**config.mk**
```make
export PLATFORM = sky130hd
export DESIGN_NAME = uart_tx_arbiter
export DESIGN_NICKNAME = d
export VERILOG_FILES = /design/src/rtl/uart_tx_arbiter.sv
export SDC_FILE = /design/constraint.sdc
export NUM_CORES = 1
export LEC_CHECK = 0
export ABC_AREA = 1
export CAP_MARGIN = 0
export CORE_MARGIN = 4
export CORE_UTILIZATION = 35
export DETAILED_ROUTE_END_ITERATION = 12
export DONT_BUFFER_PORTS = 1
export PLACE_DENSITY = 0.6
export SETUP_SLACK_MARGIN = 0.1
export SLEW_MARGIN = 20
export SYNTH_ARGS = -nofsm -noshare
export SYNTH_HDL_FRONTEND = slang
export SYNTH_SLANG_ARGS = --single-unit
```
**constraint.sdc**
```tcl
create_clock -name clk -period 2.63 [get_ports clk]
set_input_delay 0.526 -clock clk [delete_from_list [all_inputs] [get_ports clk]]
set_output_delay 0.526 -clock clk [all_outputs]
set_load 0.01 [all_outputs]
```
**src/rtl/uart_tx_arbiter.sv**
```systemverilog
// uart_tx_arbiter: round-robin sharing of one uart_tx among three FIFO-buffered byte producers
module uart_tx_arbiter #(
  parameter int FIFO_DEPTH = 4,
  parameter int TX_TIMEOUT = 124992
) (
  input  logic        clk,
  input  logic        rst,
  input  logic [2:0]  in_valid,
  input  logic [23:0] in_data,
  output logic [2:0]  in_ready,
  input  logic        clear_err,
  output logic        tx_start,
  output logic [7:0]  tx_din,
  input  logic        tx_active,
  input  logic        tx_done,
  output logic        busy,
  output logic [1:0]  grant_id,
  output logic [2:0]  overflow_err,
  output logic        timeout_err
);
  localparam int AW = $clog2(FIFO_DEPTH);
  localparam int CW = AW + 1;
  localparam int WW = $clog2(TX_TIMEOUT + 1);
  typedef enum logic [1:0] {IDLE, ISSUE, WAIT_DONE} state_t;
  state_t state, state_nx;
  logic [7:0] mem [3][FIFO_DEPTH];
  logic [AW-1:0] wp [3];
  logic [AW-1:0] rp [3];
  logic [CW-1:0] cnt [3];
  logic [WW-1:0] wd;
  logic [1:0] last_grant, p1, p2, sel;
  logic [2:0] ne, wr, pop;
  logic go, expire;
  // per-port occupancy flags from the registered counts
  always_comb begin
    for (int k = 0; k < 3; k++) begin
      ne[k] = cnt[k] != '0;
      in_ready[k] = cnt[k] != CW'(FIFO_DEPTH);
    end
  end
  // round-robin pick starting after the last grant; grant only when uart_tx is idle
  always_comb begin
    p1 = last_grant == 2'd2 ? 2'd0 : last_grant + 2'd1;
    p2 = p1 == 2'd2 ? 2'd0 : p1 + 2'd1;
    sel = ne[p1] ? p1 : ne[p2] ? p2 : last_grant;
    go = state == IDLE && !tx_active && |ne;
    pop = go ? 3'b001 << sel : 3'b000;
    wr = in_valid & in_ready;
    expire = wd == WW'(TX_TIMEOUT - 1);
    busy = state != IDLE;
  end
  // next state and start pulse
  always_comb begin
    state_nx = state;
    tx_start = 1'b0;
    case (state)
      IDLE: state_nx = go ? ISSUE : IDLE;
      ISSUE: begin
        tx_start = 1'b1;
        state_nx = WAIT_DONE;
      end
      WAIT_DONE: state_nx = tx_done || expire ? IDLE : WAIT_DONE;
      default: state_nx = IDLE;
    endcase
  end
  // state register
  always_ff @(posedge clk) begin
    if (rst) state <= IDLE;
    else state <= state_nx;
  end
  // FIFOs, grant registers, watchdog and sticky errors
  always_ff @(posedge clk) begin
    if (rst) begin
      for (int k = 0; k < 3; k++) begin
        wp[k] <= '0;
        rp[k] <= '0;
        cnt[k] <= '0;
      end
      tx_din <= '0;
      grant_id <= '0;
      last_grant <= 2'd2;
      wd <= '0;
      overflow_err <= '0;
      timeout_err <= 1'b0;
    end else begin
      for (int k = 0; k < 3; k++) begin
        if (wr[k]) begin
          mem[k][wp[k]] <= in_data[8*k +: 8];
          wp[k] <= wp[k] + 1'b1;
        end
        if (pop[k]) rp[k] <= rp[k] + 1'b1;
        cnt[k] <= cnt[k] + CW'(wr[k]) - CW'(pop[k]);
      end
      if (go) begin
        tx_din <= mem[sel][rp[sel]];
        grant_id <= sel;
      end
      wd <= state == WAIT_DONE ? wd + 1'b1 : '0;
      if (state == WAIT_DONE && (tx_done || expire)) last_grant <= grant_id;
      overflow_err <= (overflow_err & ~{3{clear_err}}) | (in_valid & ~in_ready);
      timeout_err <= (timeout_err & ~clear_err) | (state == WAIT_DONE && !tx_done && expire);
    end
  end
endmodule
```
==> metrics.yaml, run 1 <==
status: "finished, final reports clean"
yosys.area.top_type: "edfxtp_1"
pre_cts_ws_ns: 0.06295
switching_share_pct: 37.30
clk_pin_slew_ns: 0.06
die_h_microns: 149.5
synth-edff-count: 108
crit_buf_inv: 3
drv_cap: 0
drc: 0
synth.avg_cell_area_sq_um: 9.144
synth_top_area_share_pct: 46.30
clock_power_share_pct: 28.0
irDropWorstVdd_uv: 493.2
tns_ns: 0
min_period_ns: 2.473
dieWidth_microns: 149.5
synth.distinct_cells: 37
htreeDepth: 4
synthCells: 766
internal-power_mw: 5.538
relSlewSlack_pct: 57.31
setup.worst_path.end_class: "flip-flop"
fillCellCount: 1907
gp_congestion: 0.7468
crit_path_cell_trace: "inv_1 > nand2_1 > or2_2 > a31oi_2 > buf_4 > nand2_1 > nor2_1 > ha_1 > inv_1 > ha_1 > fa_1 > xnor2_1 > nor2_1"
numCtsBuffers: 17
vias: 4492
maxClockFrequency_ghz: 0.4044
antenna_found_initial: 0
syn2layout_area_growth_pct: 14.51
drive_above_1_share_pct: 11.72
die-area_sq_um: 22340
crit_type: "reg2reg"
rsz0062_at_grt: "yes"
required_ns: 2.94
cts_hold_buf: 0
antenna_left: 0
critical_path.top_delay_family: "adder cells"
cp_slowest_cell: "fa_1"
n_antenna_cell: 0
cts_tree: "done"
synthArstFlopShare_pct: 0
netlist_area_sq_um: 7004
dpl.hpwl_microns: 10070
gr-total-overflow: 0
clock_skew_ns: 0.009654
switchingPower_mw: 3.295
dp.cells: 1033
wl_per_cell_microns: 12.66
initial_core_util_pct: 35.75
drt_first_pass_iters: 4
first_iter_violations: 248
ys_seq_elements: 152
multi_input_area_sq_um: 2419
grt_usage_pct: 12.68
cts_buffer_depth: 2
final_cells: 1067
p_comb_share_pct: 36.8
seqPwrFrac_pct: 35.2
core_sq_um: 19590
ys.warnings.count: 0
fp-row-count: 51
final_cell_mix: "nand2_1 (302), edfxtp_1 (108), inv_1 (88)"
crit_path_max_fanout: 19
grt_pass1_wl_microns: 22030
clockRootBuffer: "clkbuf_16"
synthTopCellsByArea: "edfxtp_1 (46%), nand2_1 (16%), dfxtp_1 (13%), inv_1 (4.7%), nor2_1 (3.4%)"
layout_commonest_cell: "nand2_1"
via_per_inst: 4.210
fin_crit_sh_pct: 94.01
first_global_vias: 4102
final_net_count: 843
cts.sink_count: 152
synth_top_flop_cell: "edfxtp_1"
port_buffers: 0
tightestPinTransition_ns: 0.6337
hold_viol_final: 0
leakagePower_nw: 3.429
seq_area_frac_synth_pct: 58.88
clk_latency_ns: 0.41
grt_start_max_net_pins: 37
pin_count: 51
synth_nets: 820
arrival_ns: 2.78
setup_violations: 0
hold_path.class: "in2reg"
worst_slack_ns: 0.1575
power_density_nw_per_um2: 1101
max_stage_delay_ns: 0.37
start_kind: "flip-flop"
seqCellArea_sq_um: 4125
slew_viol_final: 0
drt-total-wl_microns: 13510
cells by family (layout without fill, tap and decap cells):
kind of cell | Yosys count | count (layout) | share of synthesized area, %
xor gates and xnor gates | 6 | 6 | 0.7503
and+or+nand+nor | 426 | 426 | 25.10
DFF | 152 | 152 | 58.88
adders and majority gates | 22 | 22 | 4.252
AOI/OAI and AO/OA | 48 | 48 | 4.269
buffers and inverters | 112 | 148 | 6.752
area by class of cell:
| cell class | instances | area share [%] |
|---|---|---|
| clock buffers | 23 | 6.287 |
| clock inverters | 9 | 1.388 |
| inverters | 91 | 4.259 |
| multi-input cells | 502 | 30.16 |
| flip-flops and latches | 152 | 51.44 |
| well taps | 265 | 4.134 |
| repair buffers | 25 | 2.340 |
per-stage QoR:
step           total power, mW  cell area (sq um)  util [%]  hold WS, ns
3_3_place_gp             6.405               7383     37.69       0.4361
5_1_grt                  9.597               8020     40.94       0.1507
6_report                 8.833               8020     40.94       0.1720
2_1_floorplan            5.727               7004         -       0.4176
3_5_place_dp             6.415               7383     37.69       0.4396
4_1_cts                  8.926               7999     40.83       0.1512
worst paths after layout:
path / from / end / slack, ns / cells after the start
worst max-delay path: state[0]$_SDFF_PP0_ / cnt[0][5]$_SDFF_PP0_ / 0.16 / 13
worst min-delay path: rst / timeout_err$_SDFF_PP0_ / 0.17 / 1
worst max register to register: state[0]$_SDFF_PP0_ / cnt[0][5]$_SDFF_PP0_ / 0.16 / 13
worst min register to register: wd[0]$_SDFF_PP0_ / wd[0]$_SDFF_PP0_ / 0.45 / 1
power by group through the flow:
stage / clock network [mW] / registers, mW / logic, mW
finish: 2.47 / 3.11 / 3.25
global route: 2.63 / 3.16 / 3.81
CTS: 2.53 / 3.12 / 3.27
detailed placement: 0 / 3.17 / 3.25
global placement: 0 / 3.16 / 3.24
floorplan: 0 / 3.10 / 2.62
worst register-to-register path: stages, from the launching register on:
cell and delay, ns:
dfxtp_1 0.31, inv_1 0.06, nand2_1 0.06, or2_2 0.28, a31oi_2 0.19, buf_4 0.28, nand2_1 0.12, nor2_1 0.12
ha_1 0.14, inv_1 0.04, ha_1 0.18, fa_1 0.37, xnor2_1 0.16, nor2_1 0.05
state kept, by name, summed over array words and instances (netlist names), 2 cells and up:
register / count
mem: 96
tx_din: 8
wp: 6
rp: 6
last_grant: 2
wd: 17
cnt: 9
grant_id: 2
state: 2
overflow_err: 3
synthesized netlist by cell type (all sizes together), types with 4 or more instances:
cell type and number:
nand2 323, o21a 4, nor2 67, edfxtp 108, clkbuf 5, dfxtp 44
buf 16, a21oi 20, ha 19, nor3 6, nand3 21, inv 91
xnor2 6, o21ai 16
what timing repair did:
| item | CTS | global route |
|---|---|---|
| setup buffers | 0 | 2 |
| endpoints found under the setup margin | 0 | 6 |
| gates resized for setup | 0 | 4 |
| endpoints found under the hold margin | 0 | 0 |
metal layers:
metal	GRT usage (%)	vias up	wire length [microns]
met3	4.785	13	896
met2	18.24	67	5841
met1	17.71	1948	6587
met5	0	-	0
met4	4.119	0	182
li1	-	2464	-
(Power assumes the default switching activity.)
==> inputs of run 2 (changes only) <==
Settings changed: CORE_ASPECT_RATIO from default to 1.5.
==> run 2 against run 1 <==
  * Non-clock buffer count fell by 4
  * Worst setup slack improved by 0.097 ns
  * Core utilization fell by 0.50 points
  * Clock skew rose by 0.0029 ns
  * Cell count fell by 0.84%
  * Sequential power barely moved
  * Highest routed layer unchanged
  * Maximum frequency rose by 4.1%
  * Sequential cell count did not move
  * Total power rose by 0.62%
  * Global-route usage rose by 1.9 points
==> metrics.yaml, run 2 (synthesized netlist as in run 1, its figures left out) <==
dp.cells: 1025  # -0.77%
crit_cells: 13  # unchanged
arrival_ns: 2.69  # -0.09 ns
setup.worst_path.end_class: "flip-flop"
seqPwrFrac_pct: 34.9  # -0.3 points
irDropWorstVdd_uv: 438.3  # -11%
numCtsBuffers: 17  # unchanged
largest_reg_flops: 96  # unchanged
critical_path.top_delay_family: "adder cells"
hold_ws_ns: 0.1701  # -0.001825 ns
drive_above_1_share_pct: 11.40  # -0.32 points
die_h_microns: 181.3  # +21%
maxClockFrequency_ghz: 0.4210  # +4.1%
crit_path_cell_trace: "inv_1 > nand2_1 > or2_2 > a31oi_4 > buf_8 > nand2_1 > nor2_1 > ha_1 > inv_1 > ha_1 > fa_1 > inv_1 > nor2_1"
hold_viol_final: 0  # unchanged
htreeDepth: 4  # unchanged
clk_latency_ns: 0.42  # about the same
fillCellCount: 1976  # +3.6%
seqCellArea_sq_um: 4124  # about the same
fin_crit_sh_pct: 90.32  # -3.7 points
required_ns: 2.95  # about the same
n_antenna_cell: 0  # unchanged
crit_buf_inv: 4  # +1
clock_skew_ns: 0.01253  # +0.002880 ns
cts_hold_buf: 0  # unchanged
tightestPinTransition_ns: 0.6377  # +0.004080 ns
drt-total-wl_microns: 15490  # +15%
antenna_found_initial: 0  # unchanged
hold_end: "timeout_err$_SDFF_PP0_"
pre_cts_ws_ns: 0.04449  # -0.01846 ns
r2r-end: "cnt[0][4]$_SDFF_PP0_"
via_per_inst: 4.510  # +7.1%
slew_viol_final: 0  # unchanged
power_mw: 8.888  # +0.62%
final_cell_mix: "nand2_1 (302), edfxtp_1 (108), inv_1 (86)"
rr_worst_depth: 13  # unchanged
crit_type: "reg2reg"
internal-power_mw: 5.305  # -4.2%
grt_pass1_wl_microns: 24370  # +11%
hold_depth: 1  # unchanged
dpl.hpwl_microns: 11200  # +11%
first_iter_violations: 229  # -7.7%
clk_pin_slew_ns: 0.07  # about the same
reg2reg_setup_slack_ns: 0.25  # +0.10 ns
multi_input_area_sq_um: 2430  # +0.47%
status: "finished, final reports clean"
switching_share_pct: 40.31  # +3.0 points
setup_violations: 0  # unchanged
clock_power_share_pct: 27.0  # -1.0 points
r2r-start: "state[0]$_SDFF_PP0_"
min_period_ns: 2.375  # -0.09718 ns
grt_usage_pct: 14.60  # +1.9 points
initial_core_util_pct: 35.54  # -0.21 points
final_net_count: 839  # -0.47%
cp_slowest_cell: "fa_1"
worst_slack_ns: 0.2547  # +0.09718 ns
crit_path_max_fanout: 19  # unchanged
port_buffers: 0  # unchanged
gp_congestion: 0.7979  # +6.8%
power_density_nw_per_um2: 1115  # +1.2%
path_common_cell: "inv_1"
drc: 0  # unchanged
fp-row-count: 63  # +24%
antenna_left: 0  # unchanged
cts_buffer_depth: 2  # unchanged
switchingPower_mw: 3.582  # +8.7%
die-area_sq_um: 22390  # +0.21%
clockRootBuffer: "clkbuf_16"
final_cells: 1058  # -0.84%
p_comb_share_pct: 38.1  # +1.3 points
wl_per_cell_microns: 14.64  # +16%
vias: 4772  # +6.2%
grt_start_max_net_pins: 38  # +2.7%
drt_first_pass_iters: 5  # +1
hold_path.class: "in2reg"
max_stage_delay_ns: 0.40  # +0.03 ns
syn2layout_area_growth_pct: 13.79
rsz0062_at_grt: "yes"
hp-start: "rst"
tns_ns: 0  # unchanged
core_sq_um: 19710  # +0.59%
first_global_vias: 4801  # +17%
start_kind: "flip-flop"
relSlewSlack_pct: 57.04  # -0.27 points
drv_cap: 0  # unchanged
leakagePower_nw: 3.396  # -0.96%
cts.sink_count: 152  # unchanged
cts_tree: "done"
layout_commonest_cell: "nand2_1"
gr-total-overflow: 0  # unchanged
dieWidth_microns: 123.5  # -17%
pin_count: 51  # unchanged
-- run 2: cell count changes in the layout (fill, tap and decap cells not counted), sizes merged --
cell	previous run	this run
buf	25	21
bufinv	2	1
clkbuf	23	17
inv	93	100
-- run 2: power groups by stage --
stage	Combinational, mW	Clock, mW	Sequential [mW]
after global routing	3.88	2.56	3.14
final	3.38	2.40	3.11
after floorplan	2.62	0	3.10
after detailed placement	3.40	0	3.17
after CTS	3.42	2.45	3.11
after global placement	3.38	0	3.16
-- run 2: how the worst max path moves through the flow --
stage,start,to
5_1_grt,cnt[0][4]$_SDFF_PP0_,cnt[0][2]$_SDFF_PP0_
4_1_cts,state[0]$_SDFF_PP0_,cnt[0][4]$_SDFF_PP0_
3_5_place_dp,tx_active,cnt[0][5]$_SDFF_PP0_
3_3_place_gp,tx_active,cnt[0][4]$_SDFF_PP0_
6_report,state[0]$_SDFF_PP0_,cnt[0][4]$_SDFF_PP0_
2_1_floorplan,cnt[0][7]$_SDFF_PP0_,cnt[0][2]$_SDFF_PP0_
-- run 2: stage by stage --
| step | instance area [sq um] | utilization, % |
|---|---|---|
| floorplan | 7004 | - |
| global route | 7970 | 40.44 |
| global placement | 7355 | 37.32 |
| detailed placement | 7355 | 37.32 |
| CTS | 7939 | 40.29 |
| finish | 7970 | 40.44 |
-- run 2: final cells by class --
cell class / instances / area share (%)
inverters: 91 / 4.286
multi-input cells: 502 / 30.49
clock buffers: 17 / 5.338
well taps: 260 / 4.082
flip-flops and latches: 152 / 51.74
repair buffers: 21 / 2.072
clock inverters: 15 / 1.994
-- run 2: worst reg2reg max path, stage by stage, from the launching register on --
cell and delay [ns]:
dfxtp_1 0.31, inv_1 0.07, nand2_1 0.06, or2_2 0.29, a31oi_4 0.19, buf_8 0.19, nand2_1 0.10, nor2_1 0.13
ha_1 0.24, inv_1 0.06, ha_1 0.15, fa_1 0.40, inv_1 0.06, nor2_1 0.03
-- run 2: timing repair --
| item | 4_1_cts | 5_1_grt |
|---|---|---|
| setup buffers | 0 | 1 |
| gates resized for setup | 0 | 8 |
| setup endpoints to repair | 0 | 6 |
-- run 2: layer usage --
layer | global-route usage (%) | vias up | routed length (microns)
li1 | - | 2461 | -
met1 | 14.04 | 2231 | 5532
met2 | 28.28 | 63 | 8873
met3 | 4.416 | 17 | 752
met4 | 5.233 | 0 | 331
met5 | 0 | - | 0
==> inputs of run 3 (changes only) <==
Settings changed: ABC_CLOCK_PERIOD_IN_PS from default to 2630, CORE_UTILIZATION 35 to 30, PLACE_DENSITY 0.6 to 0.54.
==> run 3 against run 2 <==
  * Via count decreased by 0.48%
  * Clock skew decreased by 0.0044 ns
  * Die area increased by 16%
  * Clock-buffer cell count increased by 2
  * Sequential cell count unchanged
  * Sequential share of layout area decreased by 0.31 points
  * Maximum frequency increased by 0.88%
  * Critical path type unchanged
  * Critical endpoint is now cnt[0][5]$_SDFF_PP0_
  * Largest power group unchanged
==> metrics.yaml, run 3 (synthesized netlist as in run 1, its figures left out) <==
irDropWorstVdd_uv: 642.3  # +47%
first_iter_violations: 257  # +12%
grt_usage_pct: 13.06  # -1.5 points
hold_path.class: "in2reg"
wl_per_cell_microns: 14.71  # +0.49%
crit_type: "reg2reg"
hold_depth: 1  # unchanged
largest_reg_flops: 96  # unchanged
maxClockFrequency_ghz: 0.4247  # +0.88%
required_ns: 2.95  # about the same
clk_pin_slew_ns: 0.06  # about the same
crit_path_cell_trace: "nor3_2 > a31oi_4 > buf_4 > nand2_1 > nor2_1 > ha_1 > inv_1 > ha_1 > fa_1 > xnor2_1 > nor2_1"
grt_pass1_wl_microns: 25560  # +4.9%
pin_count: 51  # unchanged
clockRootBuffer: "clkbuf_16"
core_sq_um: 22970  # +17%
dp.cells: 1048  # +2.2%
drc: 0  # unchanged
vias: 4749  # -0.48%
drive_above_1_share_pct: 12.11  # +0.71 points
crit_path_max_fanout: 4  # -15
rsz0062_at_grt: "no"
via_per_inst: 4.393  # -2.6%
clock_skew_ns: 0.008143  # -0.004390 ns
power_density_nw_per_um2: 1103  # -1.0%
final_cell_mix: "nand2_1 (302), edfxtp_1 (108), inv_1 (86)"
leakagePower_nw: 3.399  # +0.10%
port_buffers: 0  # unchanged
cp_slowest_cell: "fa_1"
rr_worst_depth: 11  # -2
die-area_sq_um: 25910  # +16%
numCtsBuffers: 17  # unchanged
gp_congestion: 0.7782  # -2.5%
drt_first_pass_iters: 4  # -1
hold_viol_final: 0  # unchanged
initial_core_util_pct: 30.49  # -5.1 points
first_global_vias: 4844  # +0.90%
drt-total-wl_microns: 15900  # +2.7%
dieWidth_microns: 132.8  # +7.5%
die_h_microns: 195.1  # +7.7%
fin_crit_sh_pct: 89.53  # -0.79 points
layout_commonest_cell: "nand2_1"
htreeDepth: 4  # unchanged
setup.worst_path.end_class: "flip-flop"
syn2layout_area_growth_pct: 14.47
final_cells: 1081  # +2.2%
fp-row-count: 68  # +7.9%
grt_start_max_net_pins: 38  # unchanged
relSlewSlack_pct: 55.52  # -1.5 points
cts.sink_count: 152  # unchanged
max_stage_delay_ns: 0.37  # -0.03 ns
setup_violations: 0  # unchanged
dpl.hpwl_microns: 11540  # +3.0%
drv_cap: 0  # unchanged
cts_buffer_depth: 2  # unchanged
fillCellCount: 2368  # +20%
min_period_ns: 2.355  # -0.02079 ns
cts_hold_buf: 0  # unchanged
status: "finished, final reports clean"
final_net_count: 843  # +0.48%
slew_viol_final: 0  # unchanged
start_kind: "flip-flop"
cts_tree: "done"
tightestPinTransition_ns: 0.6602  # +0.02249 ns
antenna_left: 0  # unchanged
arrival_ns: 2.67  # -0.02 ns
clk_latency_ns: 0.42  # about the same
tns_ns: 0  # unchanged
n_antenna_cell: 0  # unchanged
antenna_found_initial: 0  # unchanged
gr-total-overflow: 0  # unchanged
## run 3: timing repair
action / 4_1_cts / 5_1_grt
resized for setup: 0 / 14
setup endpoints to repair: 0 / 7
buffers inserted: 0 / 2
## run 3: path summary, 6_finish.rpt
path,startpoint,end,slack (ns)
max,cnt[0][4]$_SDFF_PP0_,cnt[0][5]$_SDFF_PP0_,0.28
min,rst,overflow_err[1]$_SDFF_PP0_,0.18
max reg2reg,cnt[0][4]$_SDFF_PP0_,cnt[0][5]$_SDFF_PP0_,0.28
min reg2reg,wd[0]$_SDFF_PP0_,wd[0]$_SDFF_PP0_,0.45
## run 3: layer usage
metal / share of wire (%) / track usage, % / up-vias
li1: - / - / 2463
met1: 35 / 12.33 / 2200
met2: 57 / 25.24 / 63
met3: 5.6 / 4.459 / 23
met4: 2.4 / 5.470 / 0
met5: 0 / 0 / -
## run 3: stage by stage
step / utilization (%) / instance area (sq um) / worst slack (ns) / total power, mW / hold slack (ns)
floorplan: - / 7004 / 0.1502 / 5.727 / 0.4176
global placement: 32.22 / 7402 / 0.1469 / 6.550 / 0.4278
detailed placement: 32.22 / 7402 / 0.08934 / 6.583 / 0.4377
CTS: 34.66 / 7961 / 0.1731 / 8.935 / 0.1481
global route: 34.90 / 8018 / 0.08952 / 9.584 / 0.1547
finish: 34.90 / 8018 / 0.2755 / 8.848 / 0.1793
## run 3: report_power, final
group / total (mW) / leakage (nW) / internal (mW) / switching, mW
clock: 2.33 / 0.275 / 1.39 / 0.943
sequential: 3.11 / 1.35 / 2.88 / 0.230
combinational: 3.41 / 1.77 / 1.10 / 2.31
## run 3: area by class of cell
| type | instances | area [sq um] | area share, % |
|---|---|---|---|
| Multi-Input combinational cell | 502 | 2444 | 30.48 |
| Sequential cell | 152 | 4124 | 51.44 |
| Timing Repair Buffer | 25 | 198.9 | 2.481 |
| Clock inverter | 12 | 126.4 | 1.576 |
| Clock buffer | 19 | 432.9 | 5.399 |
| Inverter | 91 | 341.6 | 4.260 |
| Tap cell | 280 | 350.3 | 4.370 |
## run 3: critical path: cells and delay by family (launching register included)
family | cells | cell delay [ns]
and+or+nand+nor | 4 | 0.56
AOI/OAI and AO/OA | 1 | 0.15
adders and majority gates | 3 | 0.82
DFF | 1 | 0.35
buffers and inverters | 2 | 0.21
xor gates and xnor gates | 1 | 0.17
